==> src/rtl/mult_div_unit.sv <==
// mult_div_unit
//   Multicycle signed 32x32 multiply / divide unit. A start in IDLE latches
//   the operands, the unit iterates for 32 cycles, writes HI/LO and then
//   pulses done. A divide with a zero divisor pulses div_zero instead.
//
// Ports
//   clk, reset             clock, synchronous active-high reset
//   mult_start, div_start  requests, sampled only in IDLE (multiply wins)
//   A, B                   operands, latched on the accepting edge
//   HI, LO                 product[63:32]/[31:0] or remainder/quotient
//   busy                   high while iterating
//   done                   one-cycle pulse with a new HI/LO result
//   div_zero               one-cycle pulse on divide with B == 0
module mult_div_unit (
  input  logic        clk,
  input  logic        reset,
  input  logic        mult_start,
  input  logic        div_start,
  input  logic [31:0] A,
  input  logic [31:0] B,
  output logic [31:0] HI,
  output logic [31:0] LO,
  output logic        busy,
  output logic        done,
  output logic        div_zero
);

  localparam logic [2:0] IDLE  = 3'd0;
  localparam logic [2:0] MULT  = 3'd1;
  localparam logic [2:0] DIV   = 3'd2;
  localparam logic [2:0] DONE  = 3'd3;
  localparam logic [2:0] DZERO = 3'd4;

  logic [2:0]  state;
  logic [4:0]  cnt;
  logic [31:0] a_reg, b_reg;
  // Shared iteration registers: Booth accumulator : multiplier for MULT,
  // partial remainder : dividend/quotient shift register for DIV.
  logic [33:0] acc_hi;
  logic [31:0] acc_lo;
  logic        q_1;

  // Booth radix-2 step. The accumulator carries two guard bits so that
  // adding/subtracting -2^31 never overflows before the arithmetic shift.
  logic [33:0] a_ext, m_sum, m_hi_nx;
  logic [31:0] m_lo_nx;

  always_comb begin
    a_ext = {{2{a_reg[31]}}, a_reg};
    case ({acc_lo[0], q_1})
      2'b01:   m_sum = acc_hi + a_ext;
      2'b10:   m_sum = acc_hi - a_ext;
      default: m_sum = acc_hi;
    endcase
    m_hi_nx = {m_sum[33], m_sum[33:1]};
    m_lo_nx = {m_sum[0], acc_lo[31:1]};
  end

  // Restoring division step on magnitudes. |-2^31| = 2^31 is representable
  // as an unsigned 32-bit value, so no special case is needed.
  logic [31:0] a_mag, b_mag;
  logic [32:0] d_shift, d_trial, d_hi_nx;
  logic [31:0] d_lo_nx, quo_s, rem_s;

  always_comb begin
    a_mag   = A[31] ? -A : A;
    b_mag   = b_reg[31] ? -b_reg : b_reg;
    d_shift = {acc_hi[31:0], acc_lo[31]};
    d_trial = d_shift - {1'b0, b_mag};
    d_hi_nx = d_trial[32] ? d_shift : d_trial;
    d_lo_nx = {acc_lo[30:0], ~d_trial[32]};
    // Quotient truncates toward zero, remainder follows the dividend sign.
    // -2^31 / -1 negates 2^31 back to 0x80000000 (wraps).
    quo_s   = (a_reg[31] ^ b_reg[31]) ? -d_lo_nx : d_lo_nx;
    rem_s   = a_reg[31] ? -d_hi_nx[31:0] : d_hi_nx[31:0];
  end

  always_ff @(posedge clk) begin
    if (reset) begin
      state    <= IDLE;
      cnt      <= '0;
      a_reg    <= '0;
      b_reg    <= '0;
      acc_hi   <= '0;
      acc_lo   <= '0;
      q_1      <= 1'b0;
      HI       <= '0;
      LO       <= '0;
      busy     <= 1'b0;
      done     <= 1'b0;
      div_zero <= 1'b0;
    end else begin
      done     <= 1'b0;
      div_zero <= 1'b0;
      case (state)
        IDLE: begin
          if (mult_start) begin
            a_reg  <= A;
            b_reg  <= B;
            acc_hi <= '0;
            acc_lo <= B;
            q_1    <= 1'b0;
            cnt    <= '0;
            busy   <= 1'b1;
            state  <= MULT;
          end else if (div_start) begin
            if (B != 32'd0) begin
              a_reg  <= A;
              b_reg  <= B;
              acc_hi <= '0;
              acc_lo <= a_mag;
              cnt    <= '0;
              busy   <= 1'b1;
              state  <= DIV;
            end else begin
              div_zero <= 1'b1;
              state    <= DZERO;
            end
          end
        end
        MULT: begin
          acc_hi <= m_hi_nx;
          acc_lo <= m_lo_nx;
          q_1    <= acc_lo[0];
          cnt    <= cnt + 5'd1;
          if (cnt == 5'd31) begin
            HI    <= m_hi_nx[31:0];
            LO    <= m_lo_nx;
            busy  <= 1'b0;
            done  <= 1'b1;
            state <= DONE;
          end
        end
        DIV: begin
          acc_hi <= {1'b0, d_hi_nx};
          acc_lo <= d_lo_nx;
          cnt    <= cnt + 5'd1;
          if (cnt == 5'd31) begin
            HI    <= rem_s;
            LO    <= quo_s;
            busy  <= 1'b0;
            done  <= 1'b1;
            state <= DONE;
          end
        end
        DONE:    state <= IDLE;
        DZERO:   state <= IDLE;
        default: state <= IDLE;
      endcase
    end
  end

endmodule
==> config.mk <==
export PLATFORM = sky130hd
export DESIGN_NAME = mult_div_unit
export DESIGN_NICKNAME = d
export VERILOG_FILES = /design/src/rtl/mult_div_unit.sv
export SDC_FILE = /design/constraint.sdc
export NUM_CORES = 1
export LEC_CHECK = 0
export CORE_MARGIN = 3
export CORE_UTILIZATION = 54
export DETAILED_ROUTE_END_ITERATION = 10
export GPL_ROUTABILITY_DRIVEN = 0
export GPL_TIMING_DRIVEN = 0
export PLACE_DENSITY = 0.76
export SETUP_SLACK_MARGIN = 0.02
export SLEW_MARGIN = 40
export SYNTH_ARGS = -nofsm -noshare
export SYNTH_HDL_FRONTEND = slang
export SYNTH_SLANG_ARGS = --single-unit
==> constraint.sdc <==
create_clock -name clk -period 8.3 [get_ports clk]
set_input_delay 1.66 -clock clk [delete_from_list [all_inputs] [get_ports clk]]
set_output_delay 1.66 -clock clk [all_outputs]
set_load 0.01 [all_outputs]
==> impl_metrics.tcl <==
set metrics [dict create \
    vias_per_cell 6.78 \
    p_comb_frac 0.746 \
    synth_cell_type_count 91 \
    p_seq_frac 0.148 \
    setup_violations 0 \
    hold_viol 0 \
    r2r-end "HI[29]" \
    start_util 0.556 \
    cts_sinks 206 \
    irDropWorstVdd_v 0.000273 \
    die_area_um2 33100 \
    busiest_layer "met2" \
    cts_tree "built" \
    regMostFlops "acc_hi" \
    layout_min_cycle_time_ns 8.22 \
    synth_warnings 0 \
    syn2layout_area_growth_pct 19.9 \
    postCtsHoldBufs 0 \
    cp_data_required_time_ns 8.69 \
    die_height_um 182 \
    synth_edf_count 0 \
    power.leakage_nw 7.52 \
    ios 135 \
    largest_reg_flops 34 \
    status "finished clean" \
    powerDensity_nw_per_um2 496 \
    grt_pass1_vias 17800 \
    antenna_found_initial 0 \
    synth.area.top_cells "dfxtp_1 (25%), a21oi_1 (7.4%), nand2_1 (7.2%), nor2_1 (6.2%), ha_1 (5.5%)" \
    overflow 0 \
    postPlaceCellArea_um2 18600 \
    critical_path.slowest_cell "or4_4" \
    ys.flop_type "dfxtp_1" \
    clockRootBuffer "clkbuf_16" \
    ys_async_sr_fraction 0 \
    post-place-ws_ns -2.68 \
    first_pass_iters 10 \
    met2_usage 0.579 \
    grt_use_met1 0.506 \
    pwr-share-clk 0.106 \
    synth_area_leader_cell "dfxtp_1" \
    yosysSeqAreaShare 0.246 \
    synth_cells 2353 \
    grt_use_total 0.386 \
    htree_levels 1 \
    wl_per_cell_um 23.2 \
    syn_nets 2497 \
    hp-class "flip-flop to flip-flop" \
    drt_iter0_markers 3084 \
    synth_area_per_cell_um2 7.11 \
    clock_path_buffers 3 \
    hp-start "HI[15]" \
    netlist.area_leader.share 0.246 \
    fin_area_um2 20100 \
    maxSlewViolCount 0 \
    critPathCaptureType "flip-flop" \
    fin_nets 2675 \
    clk_latency_ns 0.54 \
    whs_ns 0.454 \
    slew_headroom 0.340 \
    timing.fmax_mhz 122 \
    crit_type "flip-flop to flip-flop" \
    finalCritPeriodShare 0.991 \
    fp.dieW_um 182 \
    rsz0062_at_grt "true" \
    swShare 0.545 \
    worst-path-max-fanout 8 \
    ys_seq_elements 206 \
    cap_violations 0 \
    routed_wl_um 68000 \
    p_switching_mw 5.42 \
    fin_ws_ns 0.0753 \
    tightestPinTransition_ns 0.990 \
    drive_above_1_share 0.0715 \
    coreArea_um2 30100 \
    r2r_start "b_reg[1]" \
    p_int_mw 4.53 \
    critical_path_buf_inv_count 3 \
    num_antenna_cells 0 \
    cts.clk_slew.worst_paths_ns 0.07 \
    grt_pass1_wl_um 102000 \
    min_path_cells 2 \
    finClkSkew_ns 0.0208 \
    antenna_left 0 \
    critPathTopFamily "simple AND/OR/NAND/NOR gates" \
    hold_end "HI[15]" \
    fp-row-count 63 \
    port_buffers 133 \
    grt_use_met3 0.0851 \
    grt_start_max_net_pins 14 \
    cp.arrival_ns 8.61 \
    dp_hpwl_um 52000 \
    drcViolationCount 0 \
    cpMostUsedCell "or3_4" \
    netlist_area_um2 16700 \
    cts_made_buffers 23 \
    num_vias 19900 \
    rrSetupSlack_ns 0.08 \
    max_stage_delay_ns 0.55 \
    cp-start-kind "flip-flop" \
    r2r_cells 28 \
    fillCellCount 2611 \
]
-- worst register-to-register path: cells and delay by family, from the launching register on --
family / cells / cell delay, ns
buf+inv: 3 / 0.54
flops: 1 / 0.34
compound gates: 9 / 2.00
simple gates: 12 / 4.13
fa+ha+maj: 3 / 0.67
xor+xnor: 1 / 0.42
-- worst max path at each step --
stage | from | to | depth (start not counted)
6_report | b_reg[1] | HI[29] | 28
5_1_grt | b_reg[1] | LO[30] | 32
4_1_cts | b_reg[1] | HI[24] | 33
2_1_floorplan | b_reg[0] | HI[24] | 36
3_5_place_dp | b_reg[0] | HI[26] | 36
3_3_place_gp | b_reg[0] | HI[26] | 36
-- synthesized netlist by cell type, types with 14 or more instances --
master      n
a21o_1     33
o31ai_1    38
a221oi_1   30
and3_1     17
o21a_1     14
nor2b_1    16
a22oi_1    20
inv_1      52
nand3b_1   15
a21oi_1   246
ha_1       74
nand4_1    20
nor3_1     60
nand2_1   321
o211ai_1   21
a211oi_1   45
clkbuf_1  140
or3_1      29
xor2_1     87
o21ai_0   152
xnor2_1    77
mux2i_1    17
a311oi_1   15
nor2_1    275
nand3_1    41
a222oi_1   14
nor4_1     26
dfxtp_1   206
nand2b_1   22
a31oi_1    16
-- cell type report --
class                   instances  area (um^2)  area share
clock inverters                 7          100     0.00499
multi-input cells            1927        12300       0.611
flip-flops and latches        206         4130       0.206
inverters                      52          199     0.00991
well taps                     390          488      0.0243
clock buffers                  32          659      0.0329
plain buffers                 160          701      0.0349
repair buffers                161         1540      0.0768
-- power by group through the flow --
stage	Clock (mW)	Combinational, mW	Sequential (mW)
2_1_floorplan	0	4.50	1.37
3_3_place_gp	0	6.00	1.45
3_5_place_dp	0	6.15	1.46
4_1_cts	1.05	6.85	1.45
5_1_grt	1.09	7.87	1.49
6_report	1.05	7.42	1.48
-- cells by family (layout without fill, tap and decap cells) --
group	count (synthesis)	after routing	synth area share
fa+ha+maj	76	76	0.0577
buf+inv	220	412	0.0509
flops	206	206	0.246
compound gates	757	757	0.294
xor+xnor	164	164	0.0858
simple gates	908	908	0.251
mux	22	22	0.0135
-- metal layers --
| metal | up-vias | share of wire |
|---|---|---|
| li1 | 8877 | - |
| met1 | 9142 | 0.38 |
| met2 | 1551 | 0.41 |
| met3 | 331 | 0.13 |
| met4 | 0 | 0.080 |
| met5 | - | 0 |
-- through the flow --
stage / setup TNS (ns) / utilization / cells / power [mW]
after floorplan: 0 / - / 2353 / 5.86
after global placement: -73.58 / 0.616 / 2876 / 7.45
after detailed placement: -74.75 / 0.617 / 2877 / 7.61
after CTS: 0 / 0.660 / 2931 / 9.35
after global routing: -0.0189 / 0.666 / 2935 / 10.4
final: 0 / 0.666 / 2935 / 9.95
-- cells in the final DEF, fill, tap and decap left out, types with 11 or more instances in the layout --
cell             Yosys  layout
o21a_1              14      14
nand2b_1            22      22
a21oi_1            246     240
a221oi_1            30      30
buf_1               13      12
clkbuf_1           140     132
a221o_1             13      13
clkdlybuf4s50_1      0     133
nand2_1            321     320
nand3b_1            15      15
nor2_1             275     275
nor3_1              60      56
xor2_1              87      77
a22oi_1             20      20
a31oi_1             16      14
nor2b_1             16      16
dfxtp_1            206     205
nand3_1             41      40
xnor2_1             77      77
a222oi_1            14      14
and2_1              11      11
mux2i_1             17      17
and3_1              17      17
inv_1               52      51
ha_1                74      64
o21ai_0            152     143
nor4_1              26      24
buf_4                3      31
a21o_1              33      33
or3_1               29      28
nand4_1             20      20
a311oi_1            15      15
o211ai_1            21      21
a211oi_1            45      45
o31ai_1             38      32
clkbuf_16            0      23
-- repair_timing --
action / 4_1_cts / 5_1_grt
buffers inserted: 22 / 5
setup endpoints to repair: 77 / 31
resized for setup: 85 / 32
endpoints found under the hold margin: 0 / 0
pin swaps: 21 / 16
Power figures use the tool's default switching activity.
